`config.mk`:
```
export PLATFORM = sky130hd
export DESIGN_NAME = mag_cmp_pipe
export DESIGN_NICKNAME = d
export VERILOG_FILES = /design/src/rtl/mag_cmp_pipe.sv
export SDC_FILE = /design/constraint.sdc
export NUM_CORES = 1
export LEC_CHECK = 0
export BUFFER_PORTS_ARGS = -buffer_cell sky130_fd_sc_hd__buf_2
export CAP_MARGIN = 30
export CORE_ASPECT_RATIO = 1.25
export CORE_MARGIN = 1
export CORE_UTILIZATION = 55
export CTS_CLUSTER_DIAMETER = 80
export DETAILED_ROUTE_END_ITERATION = 6
export GPL_TIMING_DRIVEN = 0
export PLACE_DENSITY = 0.76
export REMOVE_ABC_BUFFERS = 1
export SYNTH_ARGS = -nofsm -noshare
export SYNTH_HDL_FRONTEND = slang
export SYNTH_SLANG_ARGS = --single-unit
```
`constraint.sdc`:
```
create_clock -name clk -period 2.6 [get_ports clk]
set_input_delay 0.39 -clock clk [delete_from_list [all_inputs] [get_ports clk]]
set_output_delay 0.39 -clock clk [all_outputs]
set_load 0.01 [all_outputs]
```
`src/rtl/mag_cmp_pipe.sv`:
```
// Pipelined magnitude comparator: one SLICE-bit slice per stage, MS slice first,
// optional two's-complement mode, cascade inputs resolve ties, valid/ready flow.
module mag_cmp_pipe #(
    parameter int unsigned WIDTH = 16,
    parameter int unsigned SLICE = 4,
    parameter int unsigned TAG_W = 4
) (
    input  logic             clk,
    input  logic             rst,
    input  logic             in_valid,
    output logic             in_ready,
    input  logic [WIDTH-1:0] a,
    input  logic [WIDTH-1:0] b,
    input  logic             signed_mode,
    input  logic             cin_lt,
    input  logic             cin_eq,
    input  logic             cin_gt,
    input  logic [TAG_W-1:0] tag,
    output logic             out_valid,
    input  logic             out_ready,
    output logic             lt,
    output logic             eq,
    output logic             gt,
    output logic [TAG_W-1:0] out_tag
);

    localparam int unsigned SL   = (SLICE < 1) ? 1 : SLICE;
    localparam int unsigned NST  = WIDTH / SL;
    localparam int unsigned LAST = NST - 1;

    // Reject slice geometries that cannot tile the operand
    generate
        if (SLICE < 1 || WIDTH == 0 || (WIDTH % SL) != 0) begin : g_param_check
            $fatal(1, "mag_cmp_pipe: WIDTH must be a non-zero multiple of SLICE (SLICE >= 1)");
        end
    endgenerate

    typedef enum logic [1:0] {
        ST_EQ = 2'b00,
        ST_LT = 2'b01,
        ST_GT = 2'b10
    } cmp_st_e;

    // Compare one slice unless an earlier (more significant) slice already decided
    function automatic cmp_st_e cmp_slice(input cmp_st_e st, input logic [SL-1:0] sa,
                                          input logic [SL-1:0] sb, input logic sgn);
        cmp_st_e res;
        res = st;
        if (st == ST_EQ) begin
            if (sgn) begin
                if ($signed(sa) < $signed(sb))      res = ST_LT;
                else if ($signed(sa) > $signed(sb)) res = ST_GT;
            end else begin
                if (sa < sb)      res = ST_LT;
                else if (sa > sb) res = ST_GT;
            end
        end
        return res;
    endfunction

    // Map running state plus cascade bits {lt,eq,gt} to one-hot {lt,eq,gt}
    function automatic logic [2:0] resolve(input cmp_st_e st, input logic [2:0] cin);
        logic [2:0] res;
        case (st)
            ST_LT:   res = 3'b100;
            ST_GT:   res = 3'b001;
            default: begin
                if (cin[1])      res = 3'b010;
                else if (cin[0]) res = 3'b001;
                else if (cin[2]) res = 3'b100;
                else             res = 3'b010;
            end
        endcase
        return res;
    endfunction

    // Values entering slice k: index 0 is the input port, index k>0 is stage register k-1
    logic             w_vld    [NST];
    logic [2:0]       w_cin    [NST];
    logic [TAG_W-1:0] w_tag    [NST];
    cmp_st_e          w_st_in  [NST];
    cmp_st_e          w_st_res [NST];
    logic [SL-1:0]    w_sa     [NST];
    logic [SL-1:0]    w_sb     [NST];
    logic             w_adv;
    logic [2:0]       w_res;

    logic             r_out_valid;
    logic             r_lt;
    logic             r_eq;
    logic             r_gt;
    logic [TAG_W-1:0] r_out_tag;

    // Whole pipe moves together; it only stalls when a held result is refused
    assign w_adv    = ~r_out_valid | out_ready;
    assign in_ready = w_adv;

    assign w_vld[0]   = in_valid;
    assign w_cin[0]   = {cin_lt, cin_eq, cin_gt};
    assign w_tag[0]   = tag;
    assign w_st_in[0] = ST_EQ;
    assign w_sa[0]    = a[WIDTH-1 -: SL];
    assign w_sb[0]    = b[WIDTH-1 -: SL];

    // Per-slice compare; only the MS slice honours signed mode, so the sign
    // flag never needs to travel past the input
    generate
        for (genvar k = 0; k < NST; k++) begin : g_cmp
            if (k == 0) begin : g_ms
                assign w_st_res[k] = cmp_slice(w_st_in[k], w_sa[k], w_sb[k], signed_mode);
            end else begin : g_ls
                assign w_st_res[k] = cmp_slice(w_st_in[k], w_sa[k], w_sb[k], 1'b0);
            end
        end
    endgenerate

    // Stage registers; each keeps only the operand slices not yet compared
    generate
        for (genvar k = 0; k < LAST; k++) begin : g_stg
            localparam int unsigned REM = WIDTH - SL * (k + 1);

            logic             r_vld;
            logic [2:0]       r_cin;
            logic [TAG_W-1:0] r_tag;
            cmp_st_e          r_st;
            logic [REM-1:0]   r_a;
            logic [REM-1:0]   r_b;
            logic [REM-1:0]   w_a_nx;
            logic [REM-1:0]   w_b_nx;

            if (k == 0) begin : g_src_in
                assign w_a_nx = a[REM-1:0];
                assign w_b_nx = b[REM-1:0];
            end else begin : g_src_prev
                assign w_a_nx = g_stg[k-1].r_a[REM-1:0];
                assign w_b_nx = g_stg[k-1].r_b[REM-1:0];
            end

            // Valid bit: cleared by reset so in-flight work is discarded
            always_ff @(posedge clk) begin
                if (rst) begin
                    r_vld <= 1'b0;
                end else if (w_adv) begin
                    r_vld <= w_vld[k];
                end
            end

            // Payload: shifts with the pipe, meaningless while r_vld is low
            always_ff @(posedge clk) begin
                if (w_adv) begin
                    r_cin <= w_cin[k];
                    r_tag <= w_tag[k];
                    r_st  <= w_st_res[k];
                    r_a   <= w_a_nx;
                    r_b   <= w_b_nx;
                end
            end

            assign w_vld[k+1]   = r_vld;
            assign w_cin[k+1]   = r_cin;
            assign w_tag[k+1]   = r_tag;
            assign w_st_in[k+1] = r_st;
            assign w_sa[k+1]    = r_a[REM-1 -: SL];
            assign w_sb[k+1]    = r_b[REM-1 -: SL];
        end
    endgenerate

    assign w_res = resolve(w_st_res[LAST], w_cin[LAST]);

    // Output register: last slice compare plus cascade resolution, held under back-pressure
    always_ff @(posedge clk) begin
        if (rst) begin
            r_out_valid <= 1'b0;
            r_lt        <= 1'b0;
            r_eq        <= 1'b0;
            r_gt        <= 1'b0;
            r_out_tag   <= '0;
        end else if (w_adv) begin
            r_out_valid <= w_vld[LAST];
            r_lt        <= w_vld[LAST] & w_res[2];
            r_eq        <= w_vld[LAST] & w_res[1];
            r_gt        <= w_vld[LAST] & w_res[0];
            r_out_tag   <= w_vld[LAST] ? w_tag[LAST] : '0;
        end
    end

    assign out_valid = r_out_valid;
    assign lt        = r_lt;
    assign eq        = r_eq;
    assign gt        = r_gt;
    assign out_tag   = r_out_tag;

endmodule

```
After elaboration in Yosys (flattened, before gate mapping)

Cells that the tools add are included.

Flip-flop bits (word level): 86
Output and inout bits: 9
Logic and storage cells: 62

Muxes and demuxes: 19
Bitwise operators: 5
Magnitude comparators: 10
Reduce and logical (&&, ||, !) cells: 3
Equal/unequal tests: 2

Operator list:

| cell               | number |
|---|---|
| $mux 2             | 14 |
| $gt 4x4->1         | 5 |
| $lt 4x4->1         | 5 |
| $mux 3             | 3 |
| $logic_not 2->1    | 3 |
| $pmux 3 s2         | 1 |
| $mux 4             | 1 |
| $and 1x1->1        | 3 |
| $eq 2x1->1 const B | 1 |
| $eq 2x2->1 const B | 1 |
| $not 1->1          | 1 |
| $or 1x1->1         | 1 |

Longest topological paths before layout

Gate-level depths: netlist of the first run.

Depth in word-level cells: 7
Gate-level depth with buffers: 9
Mapped depth without buffers: 9

Worst setup path before layout of the first run

No wires, ideal clock.

Path kind: flip-flop to flip-flop
From: register g_stg[2].r_a[3]
To: register r_gt (netlist: gt)
Data required time: 2.468 ns
Stages on the path, launching flop included: 8
Path slack: 0.641 ns
Library setup time: 0.132 ns
Data arrival time: 1.827 ns
Cell sequence: edfxtp_1 -> ha_1 -> a211oi_2 -> a21oi_1 -> ha_1 -> and3b_1 -> o211ai_1 -> a21oi_1

Longest elaborated chain between the ends: 7
Elaborated cells on any way between the ends: 9

Ends and longest elaborated chain:

| element                                  | RTL line | source |
|---|---|---|
| start: declaration                       | 126      | `logic [REM-1:0] r_a;` |
| start signal: assignment                 | 154      | `r_a <= w_a_nx;` |
| $gt 4x4->1                               | 55       | `else if (sa > sb) res = ST_GT;` |
| $mux 2                                   | 55       |  |
| $mux 2 *                                 | 54       | `if (sa < sb) res = ST_LT;` |
| $mux 2 *                                 | 49       | `if (st == ST_EQ) begin` |
| $eq 2x2->1 or $eq 2x1->1 (tied branches) | 64       | `case (st)` |
| $pmux 3 s2 *                             | 64       |  |
| $and 1x1->1 *                            | 182      | `r_gt <= w_vld[LAST] & w_res[0];` |
| end signal: assignment                   | 182      |  |
| end: declaration                         | 91       | `logic r_gt;` |

Mark *: on every way between the ends. The rest lies on a longest branch, timed or not.
A chain may end at the register's enable or synchronous reset.

Worst setup path in the final report of the first run

From: register r_out_valid (netlist: out_valid)
To: output port in_ready

Longest elaborated chain between the ends: 2

Ends and longest elaborated chain:

| element                  | RTL line | source |
|---|---|---|
| start: declaration       | 88       | `logic r_out_valid;` |
| start signal: assignment | 179      | `r_out_valid <= w_vld[LAST];` |
| $not 1->1                | 95       | `assign w_adv = ~r_out_valid \| out_ready;` |
| $or 1x1->1               | 95       |  |
| end: declaration         | 11       | `output logic in_ready,` |

Every way passes these cells.

==> out/summary.txt, run 1 <==
Status - complete, no violations
Number of H-tree levels - 3
Critical Path Start Type - flip-flop
Relative slew slack - 0.352
Clock buffer depth - 2
CP cell instances - nor2b_4, inv_4, buf_2
Total die area - 6150 um2
Remaining antenna violation count - 0
Number of antenna violations at the first check in global routing - 0
RSZ-0062 raised after global routing - false
Largest net degree at the start of global routing - 86
Critical path's largest stage delay - 0.67 ns
Initial Util - 0.582
DP Area - 3530 um2
Setup TNS - 0 ns
Die Ht - 87.4 um
Switching share of power - 0.199
Net count, final - 319
Lkg Pwr - 1.58 nW
Peak supply drop - 474 uV
Worst-path fanout max - 85
Flop pwr share - 0.560
CTS resizes - 0
Via/cell ratio - 5.22
Syn Inst Count - 197
Avg Cell Area, Syn - 16.3 um2
Layout area overhead - 17.5%
Hold Path Class - in2reg
Cell Area, Synth - 3210 um2
Final Cycle Share - 0.848
Root Buffer - clkbuf_8
Total GRT Usage - 0.153
Most frequent cells in the layout - edfxtp_1, buf_2, inv_1, ha_1, a21oi_1
Highest clock rate - 454 MHz
Comb power frac - 0.076
Yosys warns - 0
Routed wire length - 4240 um
Final setup viols - 0
Worst reg2reg setup slack - 0.52 ns
Worst slew pin tran - 0.972 ns
Worst path slowest cell - inv_4
Gr ovfl total - 0
DR pass1 iterations - 6
Netlist cell types - 30
Final hold viol count - 0
Fin Hold WS - 0.220 ns
N_diodes - 0
Routability Congestion - 0.754
Worst Path Required - 2.21 ns
Remaining DRCs - 0
Global-route wire length before repair - 6800 um
CTS tree - built
CTS Buf Count - 9
Max_cap viols - 0
FP Rows - 30
Critical path class - reg2out
Die X - 70.3 um
Commonest non-fill, non-tap cell in the layout - edfxtp_1
# IOs - 53
Port bufs - 52
P_sw - 0.000582 W
Internal - 0.00235 W
Final core utilization - 0.683
1st-iter DRT viols - 101
Post-CTS Setup Inserts - 0
Vias in the first global route - 1,659
Seq cells post-synth - 86
WL per Instance - 13.0 um
Hold Buf Count CTS - 0
Design area - 3770 um2
Clk sink count - 86
Critical path arrival - 1.81 ns
Worst-Skew Late Latency - 0.34 ns
Max-slew violation count - 0
Pwr/cell area - 776 nW/um2
Clk pin slew, worst setup/hold paths - 0.08 ns
Via count - 1,701
Core Area - 5520 um2
Worst Setup End Kind - output port
Fin Clk Skew - 0.00734 ns
Layout cells sized above 1 - 0.275
Clock share of power - 0.364
Final min period - 2.20 ns
DPL Wire Length - 2770 um
Register area share after synthesis - 0.770
-- sequential cells by signal (all words and copies together), names as in the netlist --
name,flops
eq,1
g_stg.r_a,24
g_stg.r_b,24
g_stg.r_cin,9
g_stg.r_st,6
g_stg.r_tag,12
g_stg.r_vld,3
gt,1
lt,1
out_tag,4
out_valid,1
-- synthesized netlist by cell type, drive strengths merged --
master	instances	share of area
edfxtp	75	0.70
inv	19	0.022
ha	18	0.070
a21oi	13	0.020
nand2	12	0.014
dfxtp	11	0.069
nor2	9	0.011
nor2b	6	0.014
nand3	5	0.0078
a21o	4	0.0094
o211ai	4	0.011
a211oi	3	0.0086
a41oi	3	0.0082
buf	2	0.0047
o21ai	2	0.0031
a21boi	1	0.0023
a311oi	1	0.0027
a31o	1	0.0027
a32o	1	0.0031
and3b	1	0.0027
clkbuf	1	0.0012
nor3	1	0.0016
o2111ai	1	0.0027
o31ai	1	0.0023
or3	1	0.0019
xor2	1	0.0027
-- power groups by stage --
| stage | logic (W) | clock network [W] | registers, W |
|---|---|---|---|
| CTS | 0.000226 | 0.00109 | 0.00164 |
| floorplan | 0.000147 | 0 | 0.00166 |
| finish | 0.000223 | 0.00106 | 0.00164 |
| global placement | 0.000211 | 0 | 0.00167 |
| detailed placement | 0.000224 | 0 | 0.00167 |
| global route | 0.000258 | 0.00114 | 0.00165 |
-- layout make-up --
cell class	instances	area (um2)
inverter	19	73.8
sequential	86	2470
clock inverter	7	113
tap	64	80.1
timing repair buffer	52	260
fill	374	1750
clock buffer	9	124
multi-input combinational	89	648
-- worst paths after layout --
kind                                       from              end  cells past startpoint
worst max-delay path                  out_valid         in_ready                      3
worst min-delay path                       b[1]  g_stg[0].r_b[1]                      1
worst max register to register  g_stg[2].r_a[3]               gt                      7
worst min register to register  g_stg[0].r_b[7]  g_stg[1].r_b[7]                      0
-- routing by layer --
layer	wire, um	part of all wire	track usage	vias to the layer above
li1	-	-	-	850
met4	81	0.019	0.0909	0
met3	230	0.054	0.0683	10
met2	2270	0.53	0.268	56
met5	0	0	0	-
met1	1660	0.39	0.146	785
-- stage by stage --
| stage | setup slack [ns] | total power [W] | std cells |
|---|---|---|---|
| 2_1_floorplan | 0.648 | 0.00181 | 194 |
| 4_1_cts | 0.369 | 0.00296 | 326 |
| 5_1_grt | 0.280 | 0.00305 | 326 |
| 3_5_place_dp | 0.512 | 0.00190 | 310 |
| 6_report | 0.396 | 0.00293 | 326 |
| 3_3_place_gp | 0.170 | 0.00188 | 310 |
-- cells by family after synthesis --
kind of cell               synth area share
buffers and inverters                0.0281
adders and majority gates            0.0701
DFF                                   0.770
and+or+nand+nor                      0.0526
xor gates and xnor gates            0.00273
AOI/OAI and AO/OA                    0.0764
-- critical path: cells and delay by family (launching register included) --
kind	cells	cell delay, ns
buffers and inverters	2	0.94
DFF	1	0.32
and+or+nand+nor	1	0.17
Note: power is estimated with default switching activity, not from simulation.
==> inputs of run 2 (changes only) <==
--- a/config.mk
+++ b/config.mk
@@ -5,6 +5,7 @@
 export SDC_FILE = /design/constraint.sdc
 export NUM_CORES = 1
 export LEC_CHECK = 0
+export ABC_AREA = 1
 export BUFFER_PORTS_ARGS = -buffer_cell sky130_fd_sc_hd__buf_2
 export CAP_MARGIN = 30
 export CORE_ASPECT_RATIO = 1.25
==> constraint.sdc (replaced) <==
create_clock -name clk -period 2.2 [get_ports clk]
set_input_delay 0.33 -clock clk [delete_from_list [all_inputs] [get_ports clk]]
set_output_delay 0.33 -clock clk [all_outputs]
set_load 0.01 [all_outputs]
==> run 2 against run 1 <==
Compared with the run above: critical path depth grew 9; clock skew rose by 0.0079 ns; sequential share of layout area decreased by 0.32 points; first-iteration DRC count fell by 48%; largest cell class unchanged.
==> out/summary.txt, run 2 <==
Root Buffer - clkbuf_8
Synth Flop Type - edfxtp_1
Layout area overhead - 16.5%
Register area share after synthesis - 0.760
Synth top cells by count - edfxtp_1, nand2_1, inv_1
DR pass1 iterations - 6
Critical path arrival - 2.19 ns
Comb power frac - 0.090
Net count, final - 357
Status - complete, no violations
Area contributors post-synth - edfxtp_1, ha_1, dfxtp_1
FP Rows - 30
Setup crit end - lt
Peak supply drop - 547 uV
Max_cap viols - 0
Pwr/cell area - 848 nW/um2
Cell Area, Synth - 3250 um2
CTS resizes - 0
Worst Setup End Kind - flip-flop
# IOs - 53
Crit. Startpoint - g_stg[2].r_a[1]
Largest net degree at the start of global routing - 80
Initial Util - 0.586
Switching share of power - 0.230
Vias in the first global route - 1,719
Lkg Pwr - 1.70 nW
Clk pin slew, worst setup/hold paths - 0.09 ns
Syn Inst Count - 233
Post-CTS Setup Inserts - 0
Remaining antenna violation count - 0
CTS Buf Count - 9
CTS tree - built
Cell taking the most area after synthesis - edfxtp_1
WL per Instance - 12.3 um
Avg Cell Area, Syn - 14.0 um2
Highest clock rate - 524 MHz
Worst-path fanout max - 5
Final Cycle Share - 0.868
Total GRT Usage - 0.159
Final core utilization - 0.682
Number of H-tree levels - 3
Die X - 70.8 um
Final min period - 1.91 ns
DPL Wire Length - 3100 um
Share of the synthesized area in the top cell type - 0.692
Yosys warns - 0
Core Area - 5560 um2
Worst-Skew Late Latency - 0.35 ns
Total die area - 6230 um2
R2r worst-path depth - 12
Fin Clk Skew - 0.0152 ns
Routability Congestion - 0.734
Hold Path Class - in2reg
Port bufs - 52
Gr ovfl total - 0
Remaining DRCs - 0
Count leader, synth - edfxtp_1
Via/cell ratio - 4.85
Flop pwr share - 0.605
Seq cells post-synth - 86
Commonest non-fill, non-tap cell in the layout - edfxtp_1
Die Ht - 88 um
Clock share of power - 0.306
Internal - 0.00248 W
Netlist cell types - 18
Place WS - 0.297 ns
FF-to-FF Start - g_stg[2].r_a[1]
Global-route wire length before repair - 7080 um
Most frequent cells in the layout - edfxtp_1, buf_2, nand2_1, inv_1, ha_1
1st-iter DRT viols - 53
Worst Path Required - 2.48 ns
Final WS setup - 0.290 ns
Relative slew slack - 0.757
Clock buffer depth - 2
N_diodes - 0
RSZ-0062 raised after global routing - false
Hold Buf Count CTS - 0
Critical Path Start Type - flip-flop
P_sw - 0.000739 W
Final hold viol count - 0
Worst R2R End - lt
Layout cells sized above 1 - 0.250
Number of synthesized flops with an enable pin - 75
Worst reg2reg setup slack - 0.29 ns
Worst slew pin tran - 0.365 ns
Max-slew violation count - 0
Critical path class - reg2reg
Clk sink count - 86
Final setup viols - 0
Top flop regs - g_stg.r_a: 24 flops, g_stg.r_b: 24 flops, g_stg.r_tag: 12 flops
Via count - 1,764
Routed wire length - 4490 um
Number of antenna violations at the first check in global routing - 0
Fraction of registers with async set/reset - 0
run 2: cell count changes after synthesis, moves of 2 or more:
cell / delta
nor2_1: +6
a21o_1: -4
nand2_2: +2
nor2b_1: -5
nand3_1: -3
inv_1: +16
o211ai_1: -3
o21bai_1: +6
nand2_1: +36
buf_4: -2
a41oi_1: -3
run 2: area by class of cell:
class	count	area (um2)
timing repair buffer	53	288
tap	64	80.1
sequential	86	2470
multi-input combinational	109	637
clock buffer	10	138
inverter	36	135
clock inverter	6	40.0
fill	393	1770
run 2: routing by layer:
layer | share of wire | track usage
met5 | 0 | 0
met4 | 0.030 | 0.129
met3 | 0.036 | 0.0391
met2 | 0.53 | 0.276
met1 | 0.40 | 0.163
run 2: critical path, stage by stage (launching register included):
cell      delay [ns]
edfxtp_1        0.38
ha_1            0.32
inv_1           0.06
nor2_1          0.03
o21bai_1        0.15
nand2_1         0.07
nand2_1         0.10
inv_1           0.06
ha_1            0.35
nor2_1          0.06
nor2_1          0.10
nand2_1         0.05
a21oi_1         0.13
run 2: power groups by stage:
stage               sequential (W)  combinational [W]  clock (W)
floorplan                  0.00197           0.000194          0
global route               0.00196           0.000340    0.00107
detailed placement         0.00198           0.000291          0
global placement           0.00198           0.000267          0
CTS                        0.00195           0.000292    0.00101
finish                     0.00194           0.000288   0.000983
run 2: worst min-delay path by stage:
stage / from / endpoint / cells after the start
detailed placement: g_stg[0].r_a[0] / g_stg[1].r_a[0] / 0
floorplan: rst / eq / 1
finish: b[4] / g_stg[0].r_b[4] / 1
global placement: g_stg[0].r_a[1] / g_stg[1].r_a[1] / 0
CTS: b[7] / g_stg[0].r_b[7] / 1
global route: a[4] / g_stg[0].r_a[4] / 1
run 2: cell families after synthesis:
group	after synthesis	share of synthesized area
AOI/OAI and AO/OA	21	0.0377
adders and majority gates	18	0.0692
buffers and inverters	38	0.0461
DFF	86	0.760
and+or+nand+nor	70	0.0873
run 2: through the flow:
| step | instances | hold WS (ns) | cell area, um2 | setup TNS, ns | power, W |
|---|---|---|---|---|---|
| finish | 364 | 0.159 | 3790 | 0 | 0.00322 |
| global route | 364 | 0.135 | 3790 | 0 | 0.00336 |
| CTS | 364 | 0.140 | 3790 | 0 | 0.00325 |
| detailed placement | 348 | 0.405 | 3610 | 0 | 0.00227 |
| global placement | 347 | 0.401 | 3580 | -0.176 | 0.00224 |
| floorplan | 231 | 0.399 | 3240 | 0 | 0.00216 |
==> inputs of run 3 (changes only) <==
--- a/config.mk
+++ b/config.mk
@@ -10,11 +10,11 @@
 export CAP_MARGIN = 30
 export CORE_ASPECT_RATIO = 1.25
 export CORE_MARGIN = 1
-export CORE_UTILIZATION = 55
+export CORE_UTILIZATION = 50
 export CTS_CLUSTER_DIAMETER = 80
 export DETAILED_ROUTE_END_ITERATION = 6
 export GPL_TIMING_DRIVEN = 0
-export PLACE_DENSITY = 0.76
+export PLACE_DENSITY = 0.73
 export REMOVE_ABC_BUFFERS = 1
 export SYNTH_ARGS = -nofsm -noshare
 export SYNTH_HDL_FRONTEND = slang
==> constraint.sdc (replaced) <==
create_clock -name clk -period 1.63 [get_ports clk]
set_input_delay 0.2445 -clock clk [delete_from_list [all_inputs] [get_ports clk]]
set_output_delay 0.2445 -clock clk [all_outputs]
set_load 0.01 [all_outputs]
==> run 3 against run 2 <==
Compared with the run above: the flow now finishes with violations (setup timing); critical path type unchanged; utilization fell by 5.6 points; critical path depth decreased by 1; combinational power rose by 53%; clock skew fell by 0.0059 ns; sequential power grew 35%; sequential share of layout area is 2.1 points lower.
==> out/summary.txt, run 3 (synthesis results as in run 2) <==
Worst reg2reg setup slack - -0.16 ns
N_diodes - 0
Global-route wire length before repair - 6700 um
Worst path slowest cell - edfxtp_1
# IOs - 53
Commonest non-fill, non-tap cell in the layout - edfxtp_1
1st-iter DRT viols - 73
Clk sink count - 86
Routed wire length - 4170 um
Fin Clk Skew - 0.00933 ns
Number of H-tree levels - 3
R2r worst-path depth - 11
Max-slew violation count - 0
Pwr/cell area - 1170 nW/um2
Gr ovfl total - 0
Final core utilization - 0.627
Worst-Skew Late Latency - 0.35 ns
Status - complete, but fails checks
Layout cells sized above 1 - 0.268
Via/cell ratio - 4.49
Final hold viol count - 0
CP delay by family, top - adder cells
WP buf/inv - 1
Routability Congestion - 0.738
RSZ-0062 raised after global routing - true
Via count - 1,736
Critical path arrival - 2.07 ns
Hold path startpoint - a[9]
Relative slew slack - 0.820
Clock buffer depth - 2
DPL Wire Length - 2740 um
Final min period - 1.79 ns
CTS tree - built
Final WS setup - -0.156 ns
Top flop regs - g_stg.r_a: 24 flops, g_stg.r_b: 24 flops, g_stg.r_tag: 12 flops
Port bufs - 52
Max_cap viols - 0
Peak supply drop - 737 uV
Vias in the first global route - 1,697
Die Ht - 92.2 um
Initial Util - 0.521
Place WS - -0.201 ns
Net count, final - 359
Worst Path Required - 1.92 ns
Hold path depth - 1
Violated checks - setup timing
Number of antenna violations at the first check in global routing - 0
WL per Instance - 10.8 um
FP Rows - 32
Final Cycle Share - 1.10
Clk pin slew, worst setup/hold paths - 0.08 ns
Core Area - 6250 um2
DR pass1 iterations - 4
Layout area overhead - 20.3%
Highest clock rate - 560 MHz
Total GRT Usage - 0.136
CP cell instances - ha_1, nand2_1, o21bai_1, nand2_1, nand2_2, inv_2, ha_4, nor2_1, nor2_1, nand2_1, a21oi_2
Worst-path fanout max - 5
Hold Path Class - in2reg
Remaining antenna violation count - 0
Lkg Pwr - 1.73 nW
Cell mode on critical path - nand2_1
Root Buffer - clkbuf_8
Critical path class - reg2reg
CTS Buf Count - 9
Critical Path Start Type - flip-flop
Largest net degree at the start of global routing - 80
Remaining DRCs - 0
Worst slew pin tran - 0.269 ns
Worst Setup End Kind - flip-flop
Total die area - 6840 um2
Worst R2R End - lt
Critical path's largest stage delay - 0.39 ns
Die X - 74.2 um
Final setup viols - 3
Most frequent cells in the layout - edfxtp_1, buf_2, nand2_1, inv_1, ha_1
End of the worst hold path - g_stg[0].r_a[9]
FF-to-FF Start - g_stg[2].r_a[2]
run 3: changes by cell type in the layout (fill, tap and decap cells not counted):
cell       before  now
ha_4            0    1
clkbuf_16       0    4
nand2_2         1    2
clkbuf_8       10    9
a21oi_2         0    3
ha_1           18   17
inv_2           2    3
buf_4           0    1
inv_1          34   33
inv_6           2    0
nand2_1        48   47
clkbuf_1        0    2
inv_4           2    0
a21oi_1        13   10
run 3: worst max path at each step:
stage	from	depth (start not counted)	slack, ns	endpoint
global route	g_stg[2].r_b[1]	13	-0.31	lt
global placement	out_ready	4	-0.58	in_ready
detailed placement	g_stg[2].r_a[3]	11	-0.20	lt
CTS	g_stg[2].r_b[1]	13	-0.18	lt
floorplan	out_valid	5	-0.14	gt
finish	g_stg[2].r_a[2]	11	-0.16	lt
run 3: timing repair:
item	in CTS	in global routing
pin swaps	2	3
hold buffers	0	0
setup endpoints to repair	3	4
buffers inserted	1	0
gates resized for setup	3	3
gates cloned	0	1
run 3: metal layers:
metal / global-route usage / vias to the layer above / wire length, um
li1: - / 914 / -
met1: 0.141 / 779 / 1760
met2: 0.232 / 36 / 2160
met3: 0.0484 / 7 / 158
met4: 0.0769 / 0 / 98
met5: 0 / - / 0
run 3: cell type report:
cell class	count	area [um2]
Tap cell	85	106
Timing Repair Buffer	55	320
Multi-Input combinational cell	109	663
Clock buffer	14	206
Inverter	36	135
Clock inverter	2	10.0
Fill cell	486	2330
Sequential cell	86	2470
run 3: metrics by stage:
step           cells  total power, W  cell area, um2  hold WS, ns  TNS (ns)
3_3_place_gp     368         0.00303            3610        0.401    -34.44
2_1_floorplan    231         0.00292            3240        0.314     -9.55
5_1_grt          387         0.00479            3910       0.0409    -0.809
6_report         387         0.00457            3910       0.0674    -0.346
3_5_place_dp     369         0.00306            3640        0.405    -0.483
4_1_cts          386         0.00460            3880       0.0529    -0.413
run 3: report_power, final:
group          switching, W  leakage (nW)  total [W]  internal [W]
registers         0.0000558         0.879    0.00262       0.00257
logic              0.000228         0.741   0.000440      0.000212
clock network      0.000676         0.112    0.00151      0.000829
